[config.mk]
export PLATFORM = sky130hd
export DESIGN_NAME = uart_tx_param
export DESIGN_NICKNAME = d
export VERILOG_FILES = /design/src/rtl/uart_tx_param.sv
export SDC_FILE = /design/constraint.sdc
export NUM_CORES = 1
export LEC_CHECK = 0
export ABC_AREA = 1
export BUFFER_PORTS_ARGS = -buffer_cell sky130_fd_sc_hd__buf_4
export CAP_MARGIN = 10
export CORE_ASPECT_RATIO = 1.75
export CORE_MARGIN = 5
export CORE_UTILIZATION = 38
export CTS_CLUSTER_DIAMETER = 200
export DETAILED_ROUTE_END_ITERATION = 12
export GPL_ROUTABILITY_DRIVEN = 0
export PLACE_DENSITY_LB_ADDON = 0.15
export SLEW_MARGIN = 20
export SYNTH_ARGS = -nofsm -noshare
export SYNTH_HDL_FRONTEND = slang
export SYNTH_SLANG_ARGS = --single-unit
[constraint.sdc]
create_clock -name clk_sis -period 4.2 [get_ports clk_sis]
set_clock_uncertainty 0.05 [all_clocks]
set_input_delay 0.63 -clock clk_sis [delete_from_list [all_inputs] [get_ports clk_sis]]
set_output_delay 0.63 -clock clk_sis [all_outputs]
set_load 0.005 [all_outputs]
[src/rtl/uart_tx_param.sv]
// Parameterised UART transmitter with a one-word holding buffer.
// Frames are start, DATA_W data bits LSB first, optional parity, stop bits.
module uart_tx_param #(
  parameter int DATA_W       = 8,
  parameter int PARITY       = 0,
  parameter int STOP_BITS    = 1,
  parameter int CLKS_PER_BIT = 16
) (
  input  logic              clk_sis,
  input  logic              rst,
  input  logic              tx_valid,
  input  logic [DATA_W-1:0] tx_data,
  output logic              tx_ready,
  output logic              tx,
  output logic              busy,
  output logic              frame_done
);

  localparam int CW = $clog2(CLKS_PER_BIT);
  localparam logic [CW-1:0] CMAX = CW'(CLKS_PER_BIT - 1);
  localparam logic [CW-1:0] CFIN = CW'(CLKS_PER_BIT - 2);
  localparam logic [3:0] DLAST = 4'(DATA_W - 1);
  localparam logic [3:0] SLAST = 4'(STOP_BITS - 1);
  localparam logic ODD = (PARITY == 2);

  typedef enum logic [2:0] {
    IDLE, START, DATA, PAR, STOP
  } state_t;

  state_t              state_q;
  logic [CW-1:0]       cnt_q;
  logic [3:0]          bit_q;
  logic [DATA_W-1:0]   sh_q;
  logic [DATA_W-1:0]   buf_q;
  logic                full_q;
  logic                par_q;
  logic                tx_q;
  logic                busy_q;
  logic                done_q;

  logic accept_d;
  logic bit_end_d;
  logic stop_end_d;
  logic load_d;

  always_comb begin
    accept_d   = tx_valid & ~full_q;
    bit_end_d  = (cnt_q == CMAX);
    stop_end_d = (state_q == STOP) && bit_end_d && (bit_q == SLAST);
    load_d     = full_q && ((state_q == IDLE) || stop_end_d);
  end

  always_ff @(posedge clk_sis or posedge rst) begin
    if (rst) begin
      state_q <= IDLE;
      cnt_q   <= '0;
      bit_q   <= '0;
      sh_q    <= '0;
      buf_q   <= '0;
      full_q  <= 1'b0;
      par_q   <= 1'b0;
      tx_q    <= 1'b1;
      busy_q  <= 1'b0;
      done_q  <= 1'b0;
    end else begin
      done_q <= 1'b0;
      if (accept_d) begin
        buf_q  <= tx_data;
        full_q <= 1'b1;
      end
      unique case (state_q)
        IDLE: cnt_q <= '0;
        START: begin
          if (bit_end_d) begin
            state_q <= DATA;
            cnt_q   <= '0;
            bit_q   <= '0;
            tx_q    <= sh_q[0];
          end else begin
            cnt_q <= cnt_q + 1'b1;
          end
        end
        DATA: begin
          if (bit_end_d) begin
            cnt_q <= '0;
            if (bit_q == DLAST) begin
              bit_q <= '0;
              if (PARITY != 0) begin
                state_q <= PAR;
                tx_q    <= par_q;
              end else begin
                state_q <= STOP;
                tx_q    <= 1'b1;
              end
            end else begin
              bit_q <= bit_q + 1'b1;
              sh_q  <= sh_q >> 1;
              tx_q  <= sh_q[1];
            end
          end else begin
            cnt_q <= cnt_q + 1'b1;
          end
        end
        PAR: begin
          if (bit_end_d) begin
            state_q <= STOP;
            cnt_q   <= '0;
            bit_q   <= '0;
            tx_q    <= 1'b1;
          end else begin
            cnt_q <= cnt_q + 1'b1;
          end
        end
        STOP: begin
          // pulse lands in the final cycle of the last stop bit
          if (bit_q == SLAST && cnt_q == CFIN)
            done_q <= 1'b1;
          if (bit_end_d) begin
            cnt_q <= '0;
            if (bit_q == SLAST) begin
              state_q <= IDLE;
              busy_q  <= 1'b0;
              tx_q    <= 1'b1;
            end else begin
              bit_q <= bit_q + 1'b1;
            end
          end else begin
            cnt_q <= cnt_q + 1'b1;
          end
        end
        default: state_q <= IDLE;
      endcase
      if (load_d) begin
        state_q <= START;
        cnt_q   <= '0;
        sh_q    <= buf_q;
        par_q   <= (^buf_q) ^ ODD;
        full_q  <= 1'b0;
        tx_q    <= 1'b0;
        busy_q  <= 1'b1;
      end
    end
  end

  assign tx_ready   = ~full_q;
  assign tx         = tx_q;
  assign busy       = busy_q;
  assign frame_done = done_q;

endmodule

==> metrics, run 1 <==
final core utilization 0.4401; pre-CTS setup slack 2.402 ns; Post-Syn Nets 214; Slew headroom 0.4857; Clk Latency, worst-skew pair 0.28 ns; Tcrit/Tclk final 0.4242; Max-Cap Viols 0; CP max stage delay 0.66 ns; IO buf count 14; fmax 561.3 MHz; flops & latches, synth 31; Psw 144.2 uW; Hold-fix buffers, CTS 0; ys flop type dfrtp_1; FF-to-FF setup slack 2.42 ns; final setup vio count 0; syn avg cell area 8.450 um2; total power 616.2 uW; number of hold violations in the final report 0; total track usage 0.1374; Commonest cells post-synth nand2_1, dfrtp_1, nand3_1; Vias 1,344; fin crit period 1.782 ns; Max Fanout on Critical Path 8; first-pass GRT wire length 6141 um; CTS root buffer clkbuf_8; DRT antenna net count 0; Max clock buf depth 2; Layout Nets 234; core area 0.004364 mm2; Post-synth EDFFs 0; R2R cell count 7; Avg WL per Cell 13.11 um; postcts setup bufs 0; setup ws final 2.419 ns; critical path's slowest cell o21ai_0; combinational power share 0.073; I/O pins 15; Int Power 471.9 uW; synth top area cells dfrtp_1, nand2_1, nand3_1, mux2_2, inv_1; initial drt markers 25; Critical Path AT 1.95 ns; H-tree depth 2; final WL 3554 um; Crit path top cell by count nand2_1; critical path class reg2reg; Yosys warning total 0; Die X 60.29 um; top-area cell type share of the netlist area 0.4464; clock-pin slew on the worst setup and hold paths 0.07 ns; Initial Util 0.3853; Critical Path Sink Type flop; FP Rows 32; switching share of power 0.2341; clock power share 0.371; vias per cell 4.959; CTS tree built; largest area contributor in the netlist dfrtp_1; Crit path max-delay family compound AO/OA/AOI/OAI gates; sequential area share after synthesis 0.4621; worst min-delay path class in2async; async set-reset flop share out of synthesis 1.000; total stage count of the critical path 7; cell count after synthesis 199; RSZ-0062 raised after global routing no; DP Wirelength 2792 um; setup_tns 0 ns; crit-path cells o21ai_0, nand2_1, nand2_1, nor2_1, a21oi_1, nand2_1, nand2_1; CTS Sinks 31; pwr dens 320.8 mW/mm2; antenna violations before repair 0; Die H 98 um; die area 0.005908 mm2; Static Leakage 0.9857 nW; Congestion Overflow GR 0; Buf/Inv on CP 0; VDD IR-drop max 336.1 uV; Residual DRC 0; post_cts resized 0; outcome finished, final reports clean; CTS Buf Count 5; Worst Path Required 4.37 ns; worst-margin pin slew 0.7633 ns; Antenna Cells 0; Synth cell types 25; cell area after synthesis 0.001682 mm2; Reg-to-Reg Start state_q[1]; 1st-pass router iterations 4; R2R Path End tx; Flop pwr share 0.556; Slew Viols, Final 0; layout cells sized above 1 0.2182; vias in the first global route 1,394; Area Overhead vs Synth 14.21%; top-count cell post-synth nand2_1; crit start category flop; largest net degree at the start of global routing 32
[metrics by stage]
stage	std cells	cell area, um2	hold WS [ns]
floorplan	199	1682	0.3936
global placement	263	1836	0.4108
detailed placement	263	1836	0.4130
CTS	271	1921	0.4017
global route	271	1921	0.4269
finish	271	1921	0.3844
[cell usage in the layout, fill, tap and decap left out, types with 2 or more instances in the layout]
cell type and instances:
a21oi_1 5, nand2_2 2, inv_1 23, nor2_4 3
inv_2 3, clkbuf_8 5, dfrtp_1 30, o21ai_0 9
ha_1 4, nand2_4 4, nor2_2 2, nand2_1 47
o21ai_1 4, nand3_1 27, mux2_2 8, nor2_1 15
buf_4 15, nand4_1 3
[area by class of cell]
class	instances	area, um2
flip-flops and latches	31	777.0
fillers	467	2444
multi-input cells	140	784.5
inverters	26	97.59
repair buffers	15	112.6
well taps	51	63.81
clock inverters	2	12.51
clock buffers	6	72.57
[worst register-to-register path, cell delays in order (launching register included)]
cell     delay (ns)
dfrtp_1        0.50
o21ai_0        0.66
nand2_1        0.10
nand2_1        0.09
nor2_1         0.04
a21oi_1        0.15
nand2_1        0.08
nand2_1        0.06
[sequential cells by signal, indices dropped and copies added (netlist names), 3 cells and up]
| signal | cells |
|---|---|
| cnt_q | 4 |
| sh_q | 8 |
| buf_q | 8 |
| state_q | 3 |
| bit_q | 4 |
[power by group through the flow]
stage	Sequential, mW	Clock, mW	Combinational [mW]
floorplan	0.344	0	0.0322
global placement	0.348	0	0.0463
detailed placement	0.349	0	0.0462
CTS	0.343	0.237	0.0463
global route	0.348	0.253	0.0515
finish	0.343	0.229	0.0448
[cell families after synthesis]
kind of cell	synth area share
flops	0.4621
compound gates	0.06250
fa+ha+maj	0.02976
buf+inv	0.07143
xor+xnor	0.01042
mux	0.05357
simple gates	0.3103
[routing by layer]
metal	up-vias	part of all wire	global-route usage
met1	627	0.37	0.1356
met4	0	0.026	0.07167
li1	685	-	-
met2	23	0.58	0.2567
met5	-	0	0
met3	9	0.028	0.02116
[how the worst max path moves through the flow]
stage          startpoint  slack [ns]       to
5_1_grt        state_q[1]        2.31       tx
2_1_floorplan    bit_q[0]        2.69  sh_q[0]
6_report       state_q[1]        2.42       tx
3_3_place_gp   state_q[1]        2.38       tx
3_5_place_dp   state_q[1]        2.40       tx
4_1_cts        state_q[1]        2.40       tx
Note: power is estimated with default switching activity, not from simulation.
==> run 2: changes to the inputs <==
--- a/config.mk
+++ b/config.mk
@@ -5,7 +5,7 @@
 export SDC_FILE = /design/constraint.sdc
 export NUM_CORES = 1
 export LEC_CHECK = 0
-export ABC_AREA = 1
+export ABC_AREA = 0
 export BUFFER_PORTS_ARGS = -buffer_cell sky130_fd_sc_hd__buf_4
 export CAP_MARGIN = 10
 export CORE_ASPECT_RATIO = 1.75
==> constraint.sdc (replaced) <==
create_clock -name clk_sis -period 1.6 [get_ports clk_sis]
set_clock_uncertainty 0.05 [all_clocks]
set_input_delay 0.24 -clock clk_sis [delete_from_list [all_inputs] [get_ports clk_sis]]
set_output_delay 0.24 -clock clk_sis [all_outputs]
set_load 0.005 [all_outputs]
==> run 2 against run 1 <==
- the run now ends with negative setup slack left
- routed wire length increased by 12%
- combinational power increased to 35 times the previous value
- critical path depth decreased by 1
- non-clock buffer count increased by 28
- via count increased by 1.3%
- design area increased by 15%
- sequential power increased to 4.0 times the previous value
- clock-buffer cell count unchanged
- first-iteration DRC count decreased by 8.0%
- hold slack got worse by 0.24 ns
- fmax decreased by 1.2%
- sequential share of layout area decreased by 5.2 points
==> metrics, run 2 <==
total track usage 0.1532; CTS Buf Count 5; Yosys warning total 0; first-pass GRT wire length 6589 um; 1st-pass router iterations 4; top-count cell post-synth dfrtp_1; pwr dens 1608 mW/mm2; sequential area share after synthesis 0.4792; worst min-delay path class in2reg; initial drt markers 23; largest net degree at the start of global routing 23; worst-margin pin slew 0.4562 ns; clock-pin slew on the worst setup and hold paths 0.07 ns; top-area cell type share of the netlist area 0.4630; I/O pins 15; Buf/Inv on CP 1; design area 0.002206 mm2; antenna violations before repair 0; GR Util met2 0.2828; Post-Syn Nets 170; Fill cells 354; Max clock buf depth 2; vias in the first global route 1,458; cell area after synthesis 0.001622 mm2; async set-reset flop share out of synthesis 1.000; Initial Util 0.3907; Die X 59.38 um; cell count after synthesis 155; vias per cell 5.510; layout cells sized above 1 0.4848; Synth cell types 40; Layout Nets 212; Commonest cells post-synth dfrtp_1, o21ai_0, a21oi_1; die area 0.005725 mm2; critical path class reg2reg; Max Fanout on Critical Path 2; Vias 1,361; GR peak layer met2; crit-path cells inv_2, ha_4, or3b_4, o21ai_2, and2_4, mux2_4; Worst Path Required 1.71 ns; most frequent cells in the layout buf_4, dfrtp_1, a21oi_1; IO buf count 14; VDD IR-drop max 839.9 uV; Avg WL per Cell 16.12 um; Die H 96.42 um; H-tree depth 2; core area 0.004150 mm2; flops & latches, synth 31; Top Registers buf_q (8), sh_q (8); GR Util met1 0.1585; Congestion Overflow GR 0; synth top area cells dfrtp_1, mux2_2, a221o_1, o21ai_0, and2_2; DP Wirelength 2948 um; Crit path max-delay family simple AND/OR/NAND/NOR gates; Critical Path AT 1.92 ns; RSZ-0062 raised after global routing yes; final setup vio count 16; syn avg cell area 10.46 um2; Tcrit/Tclk final 1.127; Antenna Cells 0; post-placement cell area 0.001946 mm2; Area Overhead vs Synth 36.03%; largest area contributor in the netlist dfrtp_1; fmax 554.5 MHz; CP max stage delay 0.41 ns; Clk Latency, worst-skew pair 0.28 ns; FP Rows 31; CTS Sinks 31; Residual DRC 0; final WL 3982 um; number of hold violations in the final report 0; failing checks negative setup slack; fin crit period 1.803 ns; Slew Viols, Final 0; ys flop type dfrtp_1; setup_tns -2.620 ns; total power 3.547 mW; Slew headroom 0.6955; CTS root buffer clkbuf_8; outcome finished with violations; DRT antenna net count 0; setup ws final -0.2035 ns; Max-Cap Viols 0; Post-synth EDFFs 0; CTS tree built; most common cell after layout, fill and taps aside buf_4; grt met3 use 0.02926; Critical Path Sink Type flop; critical path's slowest cell dfrtp_1; Static Leakage 0.9512 nW; crit start category flop
-- run 2: cell type report --
cell class / instances / area (um2) / area share
Clock buffer: 6 / 72.57 / 0.03290
Clock inverter: 2 / 12.51 / 0.005672
Inverter: 7 / 26.28 / 0.01191
Multi-Input combinational cell: 109 / 887.1 / 0.4022
Sequential cell: 31 / 777.0 / 0.3522
Tap cell: 49 / 61.31 / 0.02779
Timing Repair Buffer: 43 / 369.1 / 0.1673
-- run 2: where the power goes --
part	leakage [nW]	switching, mW	internal, mW
clock network	0.0412	0.291	0.304
logic	0.532	0.730	0.861
registers	0.378	0.252	1.11
total	0.951	1.27	2.27
-- run 2: worst register-to-register path: stages, from the launching register on --
cell	delay, ns
dfrtp_1	0.41
inv_2	0.08
ha_4	0.12
or3b_4	0.38
o21ai_2	0.18
and2_4	0.18
mux2_4	0.29
-- run 2: cells by family after synthesis --
kind of cell	after synthesis	share of synthesized area
AND/OR/NAND/NOR	53	0.2060
buffers and inverters	15	0.03935
AO/OA/AOI/OAI	42	0.1759
multiplexers	10	0.06867
adder cells (fa/ha/maj)	4	0.03087
flip-flops	31	0.4792
-- run 2: worst paths after layout --
kind	end	slack, ns	from	depth (start not counted)
worst max-delay path	sh_q[7]	-0.20	bit_q[1]	6
worst min-delay path	full_q	0.14	tx_valid	3
worst max register to register	sh_q[7]	-0.20	bit_q[1]	6
worst min register to register	buf_q[0]	0.46	buf_q[0]	1
max in group asynchronous	buf_q[1]	0.56	rst	4
min in group asynchronous	bit_q[0]	0.47	rst	3
-- run 2: stage by stage --
| stage | utilization | hold WS, ns | instances | setup WS (ns) |
|---|---|---|---|---|
| finish | 0.5315 | 0.1418 | 247 | -0.2035 |
| global placement | 0.4688 | 0.2147 | 233 | -0.1778 |
| floorplan | - | 0.2928 | 155 | -0.1633 |
| CTS | 0.5207 | 0.1318 | 247 | -0.1960 |
| detailed placement | 0.4688 | 0.2280 | 233 | -0.2114 |
| global route | 0.5315 | 0.1373 | 247 | -0.2683 |
-- run 2: repair_timing --
item,CTS,global route
setup buffers,5,1
hold buffers,1,0
endpoints found under the hold margin,8,0
setup endpoints to repair,17,19
pin swaps,6,6
resized for setup,22,17
-- run 2: layer usage --
layer | vias to the layer above | share of wire
met2 | 40 | 0.57
li1 | 645 | -
met4 | 0 | 0.021
met3 | 7 | 0.041
met1 | 669 | 0.37
met5 | - | 0
==> run 3: changes to the inputs <==
==> constraint.sdc (replaced) <==
create_clock -name clk_sis -period 1.71 [get_ports clk_sis]
set_clock_uncertainty 0.05 [all_clocks]
set_input_delay 0.2565 -clock clk_sis [delete_from_list [all_inputs] [get_ports clk_sis]]
set_output_delay 0.2565 -clock clk_sis [all_outputs]
set_load 0.005 [all_outputs]
==> run 3 against run 2 <==
- the run still ends with negative setup slack left
- sequential power down 7%
- first-iteration DRC count increased by 74%
- fmax decreased by 0.70%
- register-to-register slack better by 0.097 ns
- clock-buffer cell count rose by 1
- sequential share of layout area up 0.42 points
- hold slack better by 0.015 ns
- utilization is 0.54 points lower
- design area down 1.0%
- combinational power decreased by 9%
- cell count down 0.40%
==> metrics, run 3 (synthesized netlist as in run 2, its figures left out) <==
final setup vio count 9; CTS root buffer clkbuf_8; critical path's slowest cell dfrtp_1; hold path startpoint tx_valid; Buf/Inv on CP 1; DP Wirelength 2783 um; IO buf count 14; antenna violations before repair 0; Worst Path Required 1.82 ns; most frequent cells in the layout buf_4, dfrtp_1, o21ai_0, a21oi_1; Initial Util 0.3907; RSZ-0062 raised after global routing yes; Fill cells 354; Layout Nets 211; vias in the first global route 1,420; Critical Path Sink Type flop; number of hold violations in the final report 0; initial drt markers 40; post-placement cell area 0.001931 mm2; DRT antenna net count 0; Hold WS 0.1569 ns; Reg-to-Reg Start bit_q[0]; multi-input gate area in the final layout 877.1 um2; VDD IR-drop max 1102 uV; Tcrit/Tclk final 1.062; area taken by flip-flops and latches 778.2 um2; Die H 96.42 um; worst min-delay path class in2reg; outcome finished with violations; core area 0.004150 mm2; vias per cell 5.476; crit start category flop; Critical Path Start bit_q[0]; Top Registers buf_q (8), sh_q (8); pre-CTS setup slack -0.1218 ns; FP Rows 31; 1st-pass router iterations 4; clock-pin slew on the worst setup and hold paths 0.06 ns; Residual DRC 0; Crit path max-delay family simple AND/OR/NAND/NOR gates; CTS Buf Count 5; Clk Latency, worst-skew pair 0.28 ns; worst-margin pin slew 0.3836 ns; Area Overhead vs Synth 34.64%; Slew headroom 0.7433; H-tree depth 2; pwr dens 1519 mW/mm2; final WL 3869 um; Finished Layout Cells 246; fmax 550.6 MHz; Slew Viols, Final 0; Max Fanout on Critical Path 2; Antenna Cells 0; Die X 59.38 um; layout cells sized above 1 0.4569; first-pass GRT wire length 6437 um; Avg WL per Cell 15.73 um; design area 0.002183 mm2; CP max stage delay 0.41 ns; die area 0.005725 mm2; setup ws final -0.1062 ns; CTS Sinks 31; failing checks negative setup slack; most common cell after layout, fill and taps aside buf_4; critical path class reg2reg; Static Leakage 0.9433 nW; CTS tree built; Placed Cells 231; largest net degree at the start of global routing 32; fin crit period 1.816 ns; Max-Cap Viols 0; Vias 1,347; total track usage 0.1487; I/O pins 15; Critical Path AT 1.93 ns; Congestion Overflow GR 0; Max clock buf depth 2; crit-path cells inv_2, ha_4, or3b_4, o21ai_4, and2_4, mux2_4
==> run 3: power by group <==
part           internal (mW)  switching (mW)
clock network          0.324           0.272
logic                  0.791           0.659
registers               1.04           0.233
total                   2.15            1.16
==> run 3: worst min-delay path, cell delays in order <==
cell and delay (ns):
buf_4 0.09, nor2_1 0.03, nor2_1 0.07
==> run 3: stage by stage <==
step                setup TNS, ns  power, mW    util
floorplan                -0.06115      2.069       -
global placement          -0.3880      2.468  0.4652
detailed placement        -0.8973      2.519  0.4652
CTS                       -0.8500      3.250  0.5098
global route               -1.014      3.555  0.5261
finish                    -0.5066      3.317  0.5261
==> run 3: layout make-up <==
type	instances	area share
multi-input cells	109	0.4017
flip-flops and latches	31	0.3564
repair buffers	42	0.1599
clock buffers	7	0.03954
well taps	49	0.02808
inverters	7	0.01203
clock inverters	1	0.002292
==> run 3: routing by layer <==
metal	GRT usage	vias to the layer above	wire length [um]
li1	-	647	-
met1	0.1648	670	1551
met2	0.2628	24	2111
met3	0.03191	6	137
met4	0.06994	0	68
met5	0	-	0
==> run 3: final timing paths <==
path / slack, ns / endpoint / cells after the start
setup / recovery: -0.11 / sh_q[7] / 6
setup reg to reg: -0.11 / sh_q[7] / 6
max in group asynchronous: 0.84 / tx / 4
min in group asynchronous: 0.53 / bit_q[1] / 4
hold / removal: 0.16 / full_q / 3
hold reg to reg: 0.45 / sh_q[1] / 1
==> run 3: timing repair <==
| item | in CTS | in global routing |
|---|---|---|
| setup endpoints to repair | 12 | 18 |
| resized for setup | 11 | 17 |
| hold buffers | 1 | 0 |
| gates cloned | 0 | 0 |
| setup buffers | 4 | 2 |
| pin swaps | 5 | 7 |
| endpoints found under the hold margin | 30 | 0 |
